===== config.mk =====
export PLATFORM = sky130hd
export DESIGN_NAME = adder_share_arb
export DESIGN_NICKNAME = d
export VERILOG_FILES = /design/src/rtl/adder_share_arb.sv
export SDC_FILE = /design/constraint.sdc
export NUM_CORES = 1
export LEC_CHECK = 0
export BUFFER_PORTS_ARGS = -buffer_cell sky130_fd_sc_hd__buf_2
export CAP_MARGIN = 20
export CORE_MARGIN = 2
export CORE_UTILIZATION = 45
export DETAILED_ROUTE_END_ITERATION = 16
export GPL_ROUTABILITY_DRIVEN = 0
export PLACE_DENSITY = 0.84
export SETUP_SLACK_MARGIN = 0.05
export SLEW_MARGIN = 5
export SYNTH_ARGS = -nofsm -noshare
export SYNTH_HDL_FRONTEND = slang
export SYNTH_SLANG_ARGS = --single-unit
export TNS_END_PERCENT = 50

===== constraint.sdc =====
create_clock -name clk -period 4.4 [get_ports clk]
set_input_delay 1.32 -clock clk [delete_from_list [all_inputs] [get_ports clk]]
set_output_delay 1.32 -clock clk [all_outputs]
set_load 0.005 [all_outputs]

===== src/rtl/adder_share_arb.sv =====
// Two-requester round-robin arbiter feeding one shared WIDTH-bit adder, with a
// single-entry registered result stage. Define ADDER_SHARE_ARB_SAT_EN for saturating sums.
module adder_share_arb #(
  parameter int WIDTH = 8
) (
  input  logic             clk,
  input  logic             rst,
  input  logic             ena,
  input  logic             r0_valid,
  input  logic [WIDTH-1:0] r0_a,
  input  logic [WIDTH-1:0] r0_b,
  output logic             r0_ready,
  input  logic             r1_valid,
  input  logic [WIDTH-1:0] r1_a,
  input  logic [WIDTH-1:0] r1_b,
  output logic             r1_ready,
  output logic             res_valid,
  input  logic             res_ready,
  output logic             res_id,
  output logic [WIDTH-1:0] res_sum,
  output logic             res_carry
);

  typedef enum logic {EMPTY, FULL} state_e;

  state_e           state_q, state_d;
  logic             last_q, last_d;
  logic [WIDTH-1:0] sum_q, sum_d;
  logic             carry_q, carry_d;
  logic             id_q, id_d;

  logic             can_accept;
  logic             grant0, grant1;
  logic             xfer;
  logic [WIDTH-1:0] op_a, op_b;
  logic [WIDTH:0]   full_sum;
  logic [WIDTH-1:0] add_sum;
  logic             add_carry;

  // Grant depends only on valids and the pointer, never on operand values.
  always_comb begin
    can_accept = ena & ~rst & ((state_q == EMPTY) | res_ready);
    grant0     = r0_valid & (~r1_valid | last_q);
    grant1     = r1_valid & (~r0_valid | ~last_q);
    r0_ready   = can_accept & grant0;
    r1_ready   = can_accept & grant1;
    xfer       = (r0_valid & r0_ready) | (r1_valid & r1_ready);
  end

  always_comb begin
    op_a     = grant1 ? r1_a : r0_a;
    op_b     = grant1 ? r1_b : r0_b;
    full_sum = {1'b0, op_a} + {1'b0, op_b};
`ifdef ADDER_SHARE_ARB_SAT_EN
    add_carry = full_sum[WIDTH];
    add_sum   = full_sum[WIDTH] ? {WIDTH{1'b1}} : full_sum[WIDTH-1:0];
`else
    add_carry = full_sum[WIDTH];
    add_sum   = full_sum[WIDTH-1:0];
`endif
  end

  always_comb begin
    state_d = state_q;
    last_d  = last_q;
    sum_d   = sum_q;
    carry_d = carry_q;
    id_d    = id_q;
    case (state_q)
      EMPTY: if (xfer) state_d = FULL;
      FULL:  if (res_ready && !xfer) state_d = EMPTY;
      default: state_d = EMPTY;
    endcase
    // A drain without a new transfer leaves the payload registers untouched.
    if (xfer) begin
      sum_d   = add_sum;
      carry_d = add_carry;
      id_d    = grant1;
      last_d  = grant1;
    end
  end

  always_ff @(posedge clk) begin
    if (rst) begin
      state_q <= EMPTY;
      last_q  <= 1'b1;
      sum_q   <= '0;
      carry_q <= 1'b0;
      id_q    <= 1'b0;
    end else begin
      state_q <= state_d;
      last_q  <= last_d;
      sum_q   <= sum_d;
      carry_q <= carry_d;
      id_q    <= id_d;
    end
  end

  assign res_valid = (state_q == FULL);
  assign res_sum   = sum_q;
  assign res_carry = carry_q;
  assign res_id    = id_q;

endmodule


==> results of run 1 <==
through the flow:
step,area [µm²],cells,setup slack [ns]
2_1_floorplan,1030,113,0.572
3_3_place_gp,1300,188,0.608
3_5_place_dp,1300,188,0.518
4_1_cts,1320,191,0.776
5_1_grt,1330,192,0.552
6_report,1330,192,0.768
cell families (layout without fill, tap and decap cells):
group / count (synthesis) / in the layout / synth area share [%]
simple gates: 35 / 35 / 20.1
compound gates: 31 / 31 / 21.3
mux: 17 / 17 / 18.5
flops: 12 / 12 / 23.4
fa+ha+maj: 9 / 9 / 11.7
buf+inv: 7 / 58 / 3.41
xor+xnor: 2 / 2 / 1.70
critical path, stage by stage:
cell      delay [ns]
buf_2           0.12
a21boi_1        0.49
buf_4           0.30
mux2_2          0.36
ha_1            0.38
or3b_2          0.49
nor4_1          0.17
a31oi_1         0.08
o311ai_1        0.09
power breakdown:
group          switching (mW)  leakage [nW]  internal (mW)
clock network          0.0330        0.0138         0.0317
registers             0.00428        0.0982          0.118
logic                  0.0678         0.515         0.0704
metal layers:
layer  wire, µm  part of all wire [%]  vias to the layer above  global-route usage (%)
met5          0                     0                        -                       0
met4          0                     0                        0                    7.46
met3        143                   6.0                        0                    6.61
met2       1270                    53                       39                    35.7
met1        965                    41                      518                    20.6
li1           -                     -                      538                       -
flip-flops by register name, summed over array words and instances, names as in the netlist:
signal	flops
res_id	1
last_q	1
res_valid	1
res_sum	8
res_carry	1
placed cells by master (no fill, tap or decap), types with 2 or more instances in the layout:
cell type | synthesis | routed
a211o_1 | 2 | 2
a211oi_1 | 4 | 4
a21o_1 | 2 | 2
a21oi_1 | 8 | 8
a31oi_1 | 2 | 2
buf_2 | 1 | 50
clkbuf_4 | 0 | 3
dfxtp_1 | 12 | 12
ha_1 | 8 | 8
inv_1 | 2 | 2
mux2_2 | 16 | 16
nand2_1 | 9 | 9
nand3_1 | 2 | 2
nand3b_1 | 2 | 2
nor2_1 | 6 | 6
nor2b_1 | 2 | 2
nor3b_1 | 2 | 2
o211ai_1 | 2 | 2
o21a_1 | 2 | 2
o21ai_0 | 2 | 2
or3_1 | 2 | 2
xnor2_1 | 2 | 2
final cells by class:
type,instances,share of cell area [%]
clock buffers,3,1.70
inverters,3,0.850
multi-input cells,94,56.8
flip-flops and latches,12,18.1
well taps,28,2.64
repair buffers,52,19.8
worst max path at each step:
stage / slack, ns / cells past startpoint / to / startpoint
finish: 0.77 / 9 / res_sum[5]$_SDFFE_PP0P_ / r0_valid
global route: 0.55 / 9 / res_sum[5]$_SDFFE_PP0P_ / r0_valid
CTS: 0.78 / 5 / r0_ready / r0_valid
detailed placement: 0.52 / 9 / res_sum[7]$_SDFFE_PP0P_ / r0_valid
global placement: 0.61 / 9 / res_sum[7]$_SDFFE_PP0P_ / r0_valid
floorplan: 0.57 / 9 / res_sum[6]$_SDFFE_PP0P_ / r1_valid
==> reports/results.txt, run 1 <==
After filler insertion, the fill cell instance count of the layout stands at 207. Summed over all failing endpoints, the final setup total negative slack is 0 ns. Share of synthesized flip-flops with an asynchronous set or reset: 0%. Power per standard cell area: 245 nW/µm². Cells fill 60.5% of the core in the end. Hold path startpoint: res_sum[0]$_SDFFE_PP0P_. Overall global routing resource usage: 19.6%.

Final hold analysis gives a worst-case slack of 0.457 ns. The logs give 160 for the post-synth net total and 2380 µm for the post-detailed-routing wire length. The capturing point of the worst reg2reg path was res_sum[5]$_SDFFE_PP0P_. Derived from the worst setup path, the maximum achievable clock frequency is 0.275 GHz.

The logs give 1043 for the number of global-route vias before repair and 17 for the total number of placement rows. The clock net in this run drives a total of 12 sinks. The flow ran to the end, and the final reports show no timing, DRC or antenna violations. Number of stages on the worst hold path: 2.

The run gives 0 as the diode insertion count for antenna repair. The total area of multi-input combinational cells was 753 µm². After clock tree synthesis, the repair step resized 0 gates.

The die is 51.8 µm tall. Setup repair after global routing left no endpoint under its margin. The netlist uses 44 different library cells.

The length of the first detailed-routing pass in iterations is 4. For the worst setup path, the data required time is 4.58 ns. In the routed layout, each cell is associated on average with a via count of 5.70.

TritonCTS built the clock tree. Of the post-synthesis cell area, the dominant cell type holds 23.4%. The cell depth of the worst flop-to-flop path works out to 8. In the routed design, unresolved DRC markers number 0. The path class of the lowest-slack min-delay path is reg -> reg. Of the cells placed in the final design, the portion with a size suffix greater than 1 is 45.7%. Final-report max-slew violation count: 0. The logs give 0.627 nW for the static power due to leakage and 0 for the sum of overflow across all layers after global routing.

Data arrives at the worst endpoint at 3.81 ns. The largest net degree at the start of global routing came out at 14. mux2_2 is the most common cell in the netlist.

The logs give 0.27 ns for the clock latency on the worst-skew pair and 0 for the hold buffer count at CTS. The floorplan core area was 2190 µm². The commonest cells after synthesis are 16 x mux2_2, 12 x dfxtp_1, 9 x nand2_1. The logs give 1960 µm for the placed wire-length estimate and 2680 µm² for the die footprint.

The area growth from synthesis to final layout was 28.8%. After synthesis the cells add up to 1030 µm². Clock period minus worst slack: 3.63 ns. The cell count after synthesis came out at 113. The average instance in the mapped netlist occupies 9.10 µm².

The detailed router finished its first iteration with 25 violations. Summing the sequential cell areas from Yosys gives 23.4% of the chip area. The sort of element at the end of the critical path is a flop. The tree is rooted in a clkbuf_4.

The initial utilization of the core area, before any placement, comes to 46.9%. The number of flops mapped to enable cells by yosys works out to 0. The critical path is of the in -> reg type.

By area the synthesized netlist is led by dfxtp_1 23%, mux2_2 18%, ha_1 9.7%. Measured along the x axis, the die boundary spans 51.8 µm. In this run the worst path has a maximum fanout of 12. Number of hold violations in the final report: 0.

The sequential standard cell area came out at 240 µm². The average routed wire per standard cell works out to 12.4 µm. Maximum clock skew at final layout: 0.000182 ns. The number of antenna violations at the first check in global routing was 0; the count of nets after finishing was 213.

The tools report the setup fix buffers added after clock tree synthesis as 0. The tools report the remaining max-slew budget at the tightest pin as 60.6%. Number of buffer cells added on primary ports: 50. The worst register-to-register path begins at last_q$_SDFFE_PP1P_. The first global-routing pass estimated 4020 µm of wire. In this run the count of I/O pins placed on the die edge is 51. The run gives 1 as the level count of the clock H-tree. The final route contains 1095 vias. The clock passes through at most 2 buffers.

The post-synthesis sequential element count came out at 12. The number of warning messages in the yosys log is 0. The final worst-path cycle share is 82.5%. The worst setup path is launched from a primary input.

The largest total area in the synthesized netlist belongs to dfxtp_1. Slew at the pin with the worst max-slew slack: 0.590 ns. The count of nets left with antenna violations once routing finished came out at 0. The slack of the worst reg-to-reg path came out at 1.63 ns. After clock tree synthesis, the clock-pin slew on the worst setup and hold paths is 0.07 ns. TritonCTS created 3 clock buffers.

The completed layout was analyzed and its total power is 0.325 mW. Setup violations remaining at the end of the flow were counted as 0. VDD sags by at most 0.157 mV.

The path with the worst hold slack has its endpoint at res_sum[0]$_SDFFE_PP0P_. The primary flip-flop cell chosen by synthesis mapping is dfxtp_1. Number of violations of the max-capacitance limit: 0.
No activity file was read; power rests on OpenSTA's default activity.
==> run 2: changes to the inputs <==
--- a/config.mk
+++ b/config.mk
@@ -8,10 +8,10 @@
 export BUFFER_PORTS_ARGS = -buffer_cell sky130_fd_sc_hd__buf_2
 export CAP_MARGIN = 20
 export CORE_MARGIN = 2
-export CORE_UTILIZATION = 45
+export CORE_UTILIZATION = 41
 export DETAILED_ROUTE_END_ITERATION = 16
 export GPL_ROUTABILITY_DRIVEN = 0
-export PLACE_DENSITY = 0.84
+export PLACE_DENSITY = 0.81
 export SETUP_SLACK_MARGIN = 0.05
 export SLEW_MARGIN = 5
 export SYNTH_ARGS = -nofsm -noshare
==> constraint.sdc (replaced) <==
create_clock -name clk -period 3 [get_ports clk]
set_input_delay 0.9 -clock clk [delete_from_list [all_inputs] [get_ports clk]]
set_output_delay 0.9 -clock clk [all_outputs]
set_load 0.005 [all_outputs]
==> run 2 against run 1 <==
  * Die area rose by 9.0%
  * Routed wire length rose by 12%
  * Setup slack got worse by 0.60 ns
  * Global-route usage rose by 0.54 points
  * Clock-buffer cell count rose by 1
  * Clock power rose by 100%
  * Clock skew rose by 0.0080 ns
  * Cell count rose by 7.3%
  * Total power rose by 67%
  * Via count fell by 0.18%
  * Critical endpoint is now res_sum[6]$_SDFFE_PP0P_
  * Largest cell class unchanged
  * Largest power group unchanged
  * Highest routed layer is now met4
==> reports/results.txt, run 2 (same netlist as run 1, synthesis figures left out) <==
The flow ran to the end, and the final reports show no timing, DRC or antenna violations. The floorplan has 18 rows. The run gives 1120 as the number of global-route vias before repair. The total area inside the core boundary comes to 2430 µm². The level count of the clock H-tree is 1, and the maximum fanout count along the critical path is 10. The worst hold path belongs to the class reg -> reg. The logs give 2.99 ns for the arrival time of the worst setup path and 0 for the number of design rule violations left after detail routing. For this design, the CTS-stage hold fixing added 0 buffers. Timing analysis after detailed placement gives a worst setup slack of -0.145 ns.

The initial core utilization is 42.3%. The multi-input combinational cells in the finished layout cover a total of 774 µm². 0 antenna diodes ended up in the layout. The setup fix buffers added after clock tree synthesis was 0; the total of fill cells in the finished design was 224. The number of violations of the max-capacitance limit is 0, and the sum of overflow across all layers after global routing is 0. The register with the most flip-flops in the layout has 8 of them. TritonCTS built the clock tree. The logs give 2 for the largest buffer count on any clock path and 0 for the number of cells upsized or downsized after cts. The number of setup violations in the final report was 0. IR analysis of the VDD net gives a maximum drop of 0.345 mV. The worst pin sits at a relative slew slack of 78.1%. The clock reaches the later pin of the worst-skew pair after 0.28 ns. In the final timing run, aggregate negative setup slack is 0 ns. Cell internal power dissipation: 0.370 mW.

The total met2 wirelength after detailed routing was 1410 µm. The tools report the sequential standard cell area as 240 µm². The class of the most critical setup path was in -> reg. The largest net degree at the start of global routing came out at 14.

The logs give 0 for the final-report max-slew violation count and 0.00818 ns for the maximum clock skew at final layout. In this run the remaining antenna-violating nets after routing total 0. Detail-routed via count per cell: 5.31. In the finished design, the share of the clock period the worst path needs comes to 94.4%. Root buffer selected by CTS: clkbuf_4. The static power due to leakage came out at 0.693 nW. Cells fill 59.5% of the core in the end. The first detailed-routing pass took 4 iterations. Compared with the post-synthesis result, the final layout area differs by 40.8%. Dividing total power by cell area gives a power density of 374 nW/µm². From left edge to right edge, the die measures 54.1 µm.

Among all stages on the critical path, the largest delay is contributed by mux2_2. The top-level I/O count is 51. The switching power as a share of total power is 31.6%. For this run, the top clock speed supported by timing is 0.353 GHz. The required time of the critical path is 3.16 ns, and the slew at the pin with the worst max-slew slack is 0.328 ns. After the last flow step, the layout net total stands at 224. The worst setup path is captured at a flop. Wires add up to 2660 µm. For the first-pass GRT wire length, the log shows 4330 µm.

The analysis attributes to net switching a power of 0.171 mW. Once detailed placement completed, the half-perimeter wirelength came to 2200 µm. In the final routing, the length of wire on met1 measures 1110 µm. The library cell used most frequently in the layout, excluding fill and tap cells, is buf_2.

Measured along the y axis, the die boundary spans 54.1 µm. After detailed routing, the average wire length per cell comes to 12.9 µm. Uppermost layer routed: met4. The number of antenna violations at the first check in global routing was 0. The worst path meets setup with 0.169 ns of slack. The tools report the logic gate share of total power as 42.7%.

The part of the power in registers was 33.2%; the fraction of power consumed by the clock network was 24.0%. Setup repair after global routing left no endpoint under its margin. The top cell types in the final layout, fill and taps aside, are 50 x buf_2, 16 x mux2_2, 13 x buf_4. The clock period minus worst slack is 2.83 ns. The tools report the routed length on met3 as 111 µm. STA classifies the critical path startpoint as a primary input. The share of cells above drive strength 1 was 51.7%. The clock sink count came out at 12. The routed layout has 1093 vias.

In this design, the stage delay of the slowest critical-path cell is 0.39 ns. The number of hold violations in the final report was 0; the clock-pin slew of the registers on the worst-case setup and hold paths was 0.08 ns. The logs give 20.1% for the overall global routing resource usage and 2930 µm² for the die footprint. The first routing iteration left 14 violations. The number of clock buffers added by TritonCTS is 3. Walking the worst path, the cells encountered are buf_2, a21boi_4, mux2_2, ha_2, fa_2, a21o_1, a211oi_2, or4b_1, nand4_1.

The number of buffer cells added on primary ports was 50.
==> run 2: cell types whose count changed in the layout (fill, tap and decap cells not counted) <==
cell / before / now
ha_2: 0 / 1
fa_2: 0 / 1
fa_1: 1 / 0
clkbuf_2: 1 / 0
a211oi_1: 4 / 3
ha_1: 8 / 7
buf_4: 1 / 13
a21boi_4: 0 / 1
a21boi_1: 1 / 0
a211oi_2: 0 / 1
clkbuf_8: 0 / 1
==> run 2: layer usage <==
| metal | up-vias | global-route usage, % |
|---|---|---|
| li1 | 558 | - |
| met1 | 505 | 19.4 |
| met3 | 4 | 4.44 |
| met2 | 26 | 41.5 |
| met5 | - | 0 |
| met4 | 0 | 5.83 |
==> run 2: stage by stage <==
stage	hold WS (ns)	area (µm²)	power, mW	std cells
finish	0.462	1450	0.541	206
global route	0.487	1450	0.576	206
CTS	0.464	1450	0.543	206
detailed placement	0.454	1410	0.414	202
global placement	0.441	1410	0.405	202
floorplan	0.448	1060	0.328	113
==> run 2: power groups by stage <==
| stage | combinational [mW] | sequential (mW) | clock (mW) |
|---|---|---|---|
| 3_3_place_gp | 0.222 | 0.183 | 0 |
| 6_report | 0.231 | 0.180 | 0.130 |
| 4_1_cts | 0.231 | 0.180 | 0.132 |
| 5_1_grt | 0.257 | 0.181 | 0.138 |
| 2_1_floorplan | 0.144 | 0.184 | 0 |
| 3_5_place_dp | 0.231 | 0.183 | 0 |
==> run 2: worst max-delay path, delay by kind of cell <==
kind / cells / cell delay, ns
AO/OA/AOI/OAI: 3 / 0.81
adder cells (fa/ha/maj): 2 / 0.54
multiplexers: 1 / 0.39
AND/OR/NAND/NOR: 2 / 0.24
buffers and inverters: 1 / 0.12
==> run 2: final timing paths <==
kind              slack (ns)                    start                      end  depth (start not counted)
setup / recovery        0.17                 r0_valid  res_sum[6]$_SDFFE_PP0P_                          9
hold reg to reg         0.46  res_sum[1]$_SDFFE_PP0P_  res_sum[1]$_SDFFE_PP0P_                          2
setup reg to reg        0.56      last_q$_SDFFE_PP1P_  res_sum[6]$_SDFFE_PP0P_                          8
hold / removal          0.46  res_sum[1]$_SDFFE_PP0P_  res_sum[1]$_SDFFE_PP0P_                          2
==> run 2: cell type report <==
type | count | share of cell area (%)
repair buffers | 63 | 24.0
well taps | 30 | 2.59
flip-flops and latches | 12 | 16.6
clock buffers | 4 | 2.51
inverters | 3 | 0.778
multi-input cells | 94 | 53.5
==> run 3: changes to the inputs <==
--- a/config.mk
+++ b/config.mk
@@ -5,10 +5,11 @@
 export SDC_FILE = /design/constraint.sdc
 export NUM_CORES = 1
 export LEC_CHECK = 0
+export ABC_AREA = 1
 export BUFFER_PORTS_ARGS = -buffer_cell sky130_fd_sc_hd__buf_2
 export CAP_MARGIN = 20
 export CORE_MARGIN = 2
-export CORE_UTILIZATION = 41
+export CORE_UTILIZATION = 42
 export DETAILED_ROUTE_END_ITERATION = 16
 export GPL_ROUTABILITY_DRIVEN = 0
 export PLACE_DENSITY = 0.81
==> run 3 against run 2 <==
  * Die area is 3.6% higher
  * Clock skew decreased by 0.0073 ns
  * Register-to-register slack better by 0.32 ns
  * Synthesized area up 6.4%
  * Critical path type is now in -> out
==> reports/results.txt, run 3 <==
The flow ran to the end, and the final reports show no timing, DRC or antenna violations. The sequential area share after synthesis was 21.9%. The flip-flop count of the largest register, all copies and words added is 8. The class of the most critical setup path is in -> out. The non-filler instance count after layout was 254; the power per standard cell area was 356 nW/µm². In this design, the stage delay of the slowest critical-path cell is 0.17 ns.

Entering global routing, the biggest net connects 19 pins. The number of buffer cells added on primary ports is 50. Setup slack closes at 0.408 ns. The area growth from synthesis to final layout came out at 26.5%. Derived from the worst setup path, the maximum achievable clock frequency is 0.386 GHz. The setup fix buffers added after clock tree synthesis is 0, and the switching power as a share of total power is 36.1%. Counting instances in the post-synthesis netlist gives the leading cell types as 77 x nand2_1, 19 x inv_1, 12 x dfxtp_1. The initial core utilization came out at 44.2%. The routed layout has 1128 vias. The tools report the number of hold violations in the final report as 0. The number of clock buffers added by TritonCTS is 3. The share of cells above drive strength 1 was 32.1%. The sum of overflow across all layers after global routing is 0. The run gives 0 as the number of antenna violations at the first check in global routing.

The gate count after technology mapping was 174. The primary flip-flop cell chosen by synthesis mapping is dfxtp_1. Measured against its own limit, the worst slew margin works out to 83.4%. The post-placement cell count is 251, and the floorplan core area is 2480 µm².

STA classifies the critical path endpoint as a primary output. The maximum fanout count along the critical path was 6; the part of the power in registers was 36.2%. Yosys mapped a number of flops with a built-in enable equal to 0. The level count of the clock H-tree is 1. By area the synthesized netlist is led by nand2_1 26%, dfxtp_1 22%, ha_1 9.1%. The logs give 0.493 mW for the overall power of the completed layout and 1900 µm for the placed wire-length estimate. Data on the critical path is required at its endpoint by 2.10 ns. For this run, the detailed router's first-pass iteration total came to 4.

The final core utilization is 55.9%. The switching power summed over all nets was 0.178 mW. For the diode insertion count for antenna repair, the log shows 0. The final critical path takes up 86.4% of the cycle. For the pin with the worst max-slew slack, the measured transition is 0.249 ns. The run gives 934 as the number of global-route vias before repair. The post-detailed-routing wire length is 2290 µm, and the number of cells upsized or downsized after cts is 0.

Global routing consumed, over all layers together, 16.0% of the routing resources. In the routed design, unresolved DRC markers number 0. The number of nets handed over by synthesis was 221.

Averaged over all synthesized cells, the footprint is 6.29 µm². The critical path goes through buf_2, clkinv_2, nand2_2, nor2_4, nand2_2, nor2_1, buf_2. Summed over its instances, the top area cell type makes up 26.4% of the synthesized netlist area. The sum of negative setup slack is 0 ns, and the maximum clock skew at final layout is 0.000908 ns. STA classifies the critical path startpoint as a primary input.

The clock-pin slew of the registers on the worst-case setup and hold paths works out to 0.07 ns. In the final routed layout, each cell accounts on average for 9.00 µm. Root buffer selected by CTS: clkbuf_4. The most common cell in the synthesized netlist is nand2_1. Setup repair after global routing left no endpoint under its margin.

The final-report max-slew violation count is 0, and the total number of placement rows is 18. The post-synthesis sequential element count is 12. In the final design database the tool counted 273 nets. Logic gate share of total power: 44.1%. The run gives 3030 µm² as the die footprint.

The detail-routed via count per cell came out at 4.44. The count of nets left with antenna violations once routing finished came out at 0. The most frequent standard cell in the layout excluding fill and tap cells was nand2_1. In this run, post-CTS hold repair placed 0 buffers.

The clock period minus worst slack was 2.59 ns; the clock sink count was 12. The min-delay analysis places its worst path in the category reg -> reg. Across the run, the number of max-cap violations was 0. The internal power of the cells totals 0.315 mW. TritonCTS built the clock tree. The post-detailed-placement cell area is 1360 µm², and the static power due to leakage is 0.870 nW. For the clock latency on the worst-skew pair, the log shows 0.27 ns.

The top-level I/O count was 51. The largest individual stage delay along the critical path comes from the cell nor2_1. Largest area contributor in the netlist: nand2_1. Hold is met by 0.491 ns.

The logs give 2 for the largest buffer count on any clock path and 1.69 ns for the arrival time of the worst setup path. The clock network burns 19.7% of the power. The logs give 0.220 ns for the post-place setup slack and 24 for the number of library cell types mapped by synthesis.

The tools report the number of setup violations in the final report as 0. The die is 55.1 µm wide. The die is 55.1 µm tall. Yosys printed 0 warnings. For the cell area after layout, the log shows 1390 µm².

The first-pass GRT wire length is 3570 µm. Across the VDD grid, the largest voltage drop is 0.255 mV. The count of routing violations after the opening detailed-route iteration came out at 17. The top cell types in the final layout, fill and taps aside, are 77 x nand2_1, 50 x buf_2, 19 x inv_1. The mapped netlist covers 1090 µm². The share of synthesized flip-flops with an asynchronous set or reset came out at 0%.
[run 3: cell count changes after synthesis, moves of 4 or more]
cell	previous run	this run
nand2_1	9	77
nor2_1	6	10
mux2_2	16	0
a211oi_1	4	0
inv_1	2	19
o21ai_2	0	4
[run 3: worst max-delay path, delay by kind of cell]
family,cells,cell delay [ns]
buf+inv,3,0.28
simple gates,4,0.49
[run 3: cell type report]
cell class,instances,area (µm²)
Clock buffer,3,22.5
Fill cell,259,1090
Inverter,21,82.6
Multi-Input combinational cell,137,744
Sequential cell,12,240
Tap cell,30,37.5
Timing Repair Buffer,51,258
[run 3: path summary, 6_finish.rpt]
kind	start	end	slack, ns	cells after the start
max	rst	r0_ready	0.41	7
min	last_q$_SDFFE_PP1P_	last_q$_SDFFE_PP1P_	0.49	2
max reg2reg	last_q$_SDFFE_PP1P_	res_sum[6]$_SDFFE_PP0P_	0.88	15
min reg2reg	last_q$_SDFFE_PP1P_	last_q$_SDFFE_PP1P_	0.49	2
[run 3: kinds of logic (layout without fill, tap and decap cells)]
kind of cell | Yosys count | in the layout | synth area share (%)
adders and majority gates | 9 | 9 | 11.0
DFF | 12 | 12 | 21.9
AOI/OAI and AO/OA | 16 | 16 | 8.91
and+or+nand+nor | 109 | 109 | 45.7
xor gates and xnor gates | 3 | 3 | 2.40
buffers and inverters | 25 | 75 | 10.1
[run 3: routing by layer]
layer / GRT usage (%) / routed length [µm] / vias up
met3: 4.03 / 115 / 2
met2: 27.8 / 1100 / 23
li1: - / - / 637
met5: 0 / 0 / -
met4: 2.44 / 10 / 0
met1: 20.2 / 1060 / 466
[run 3: power by group through the flow]
stage | Combinational (mW) | Clock [mW] | Sequential, mW
after detailed placement | 0.218 | 0 | 0.182
final | 0.217 | 0.0970 | 0.178
after floorplan | 0.156 | 0 | 0.183
after global placement | 0.217 | 0 | 0.182
after CTS | 0.219 | 0.101 | 0.178
after global routing | 0.251 | 0.107 | 0.180
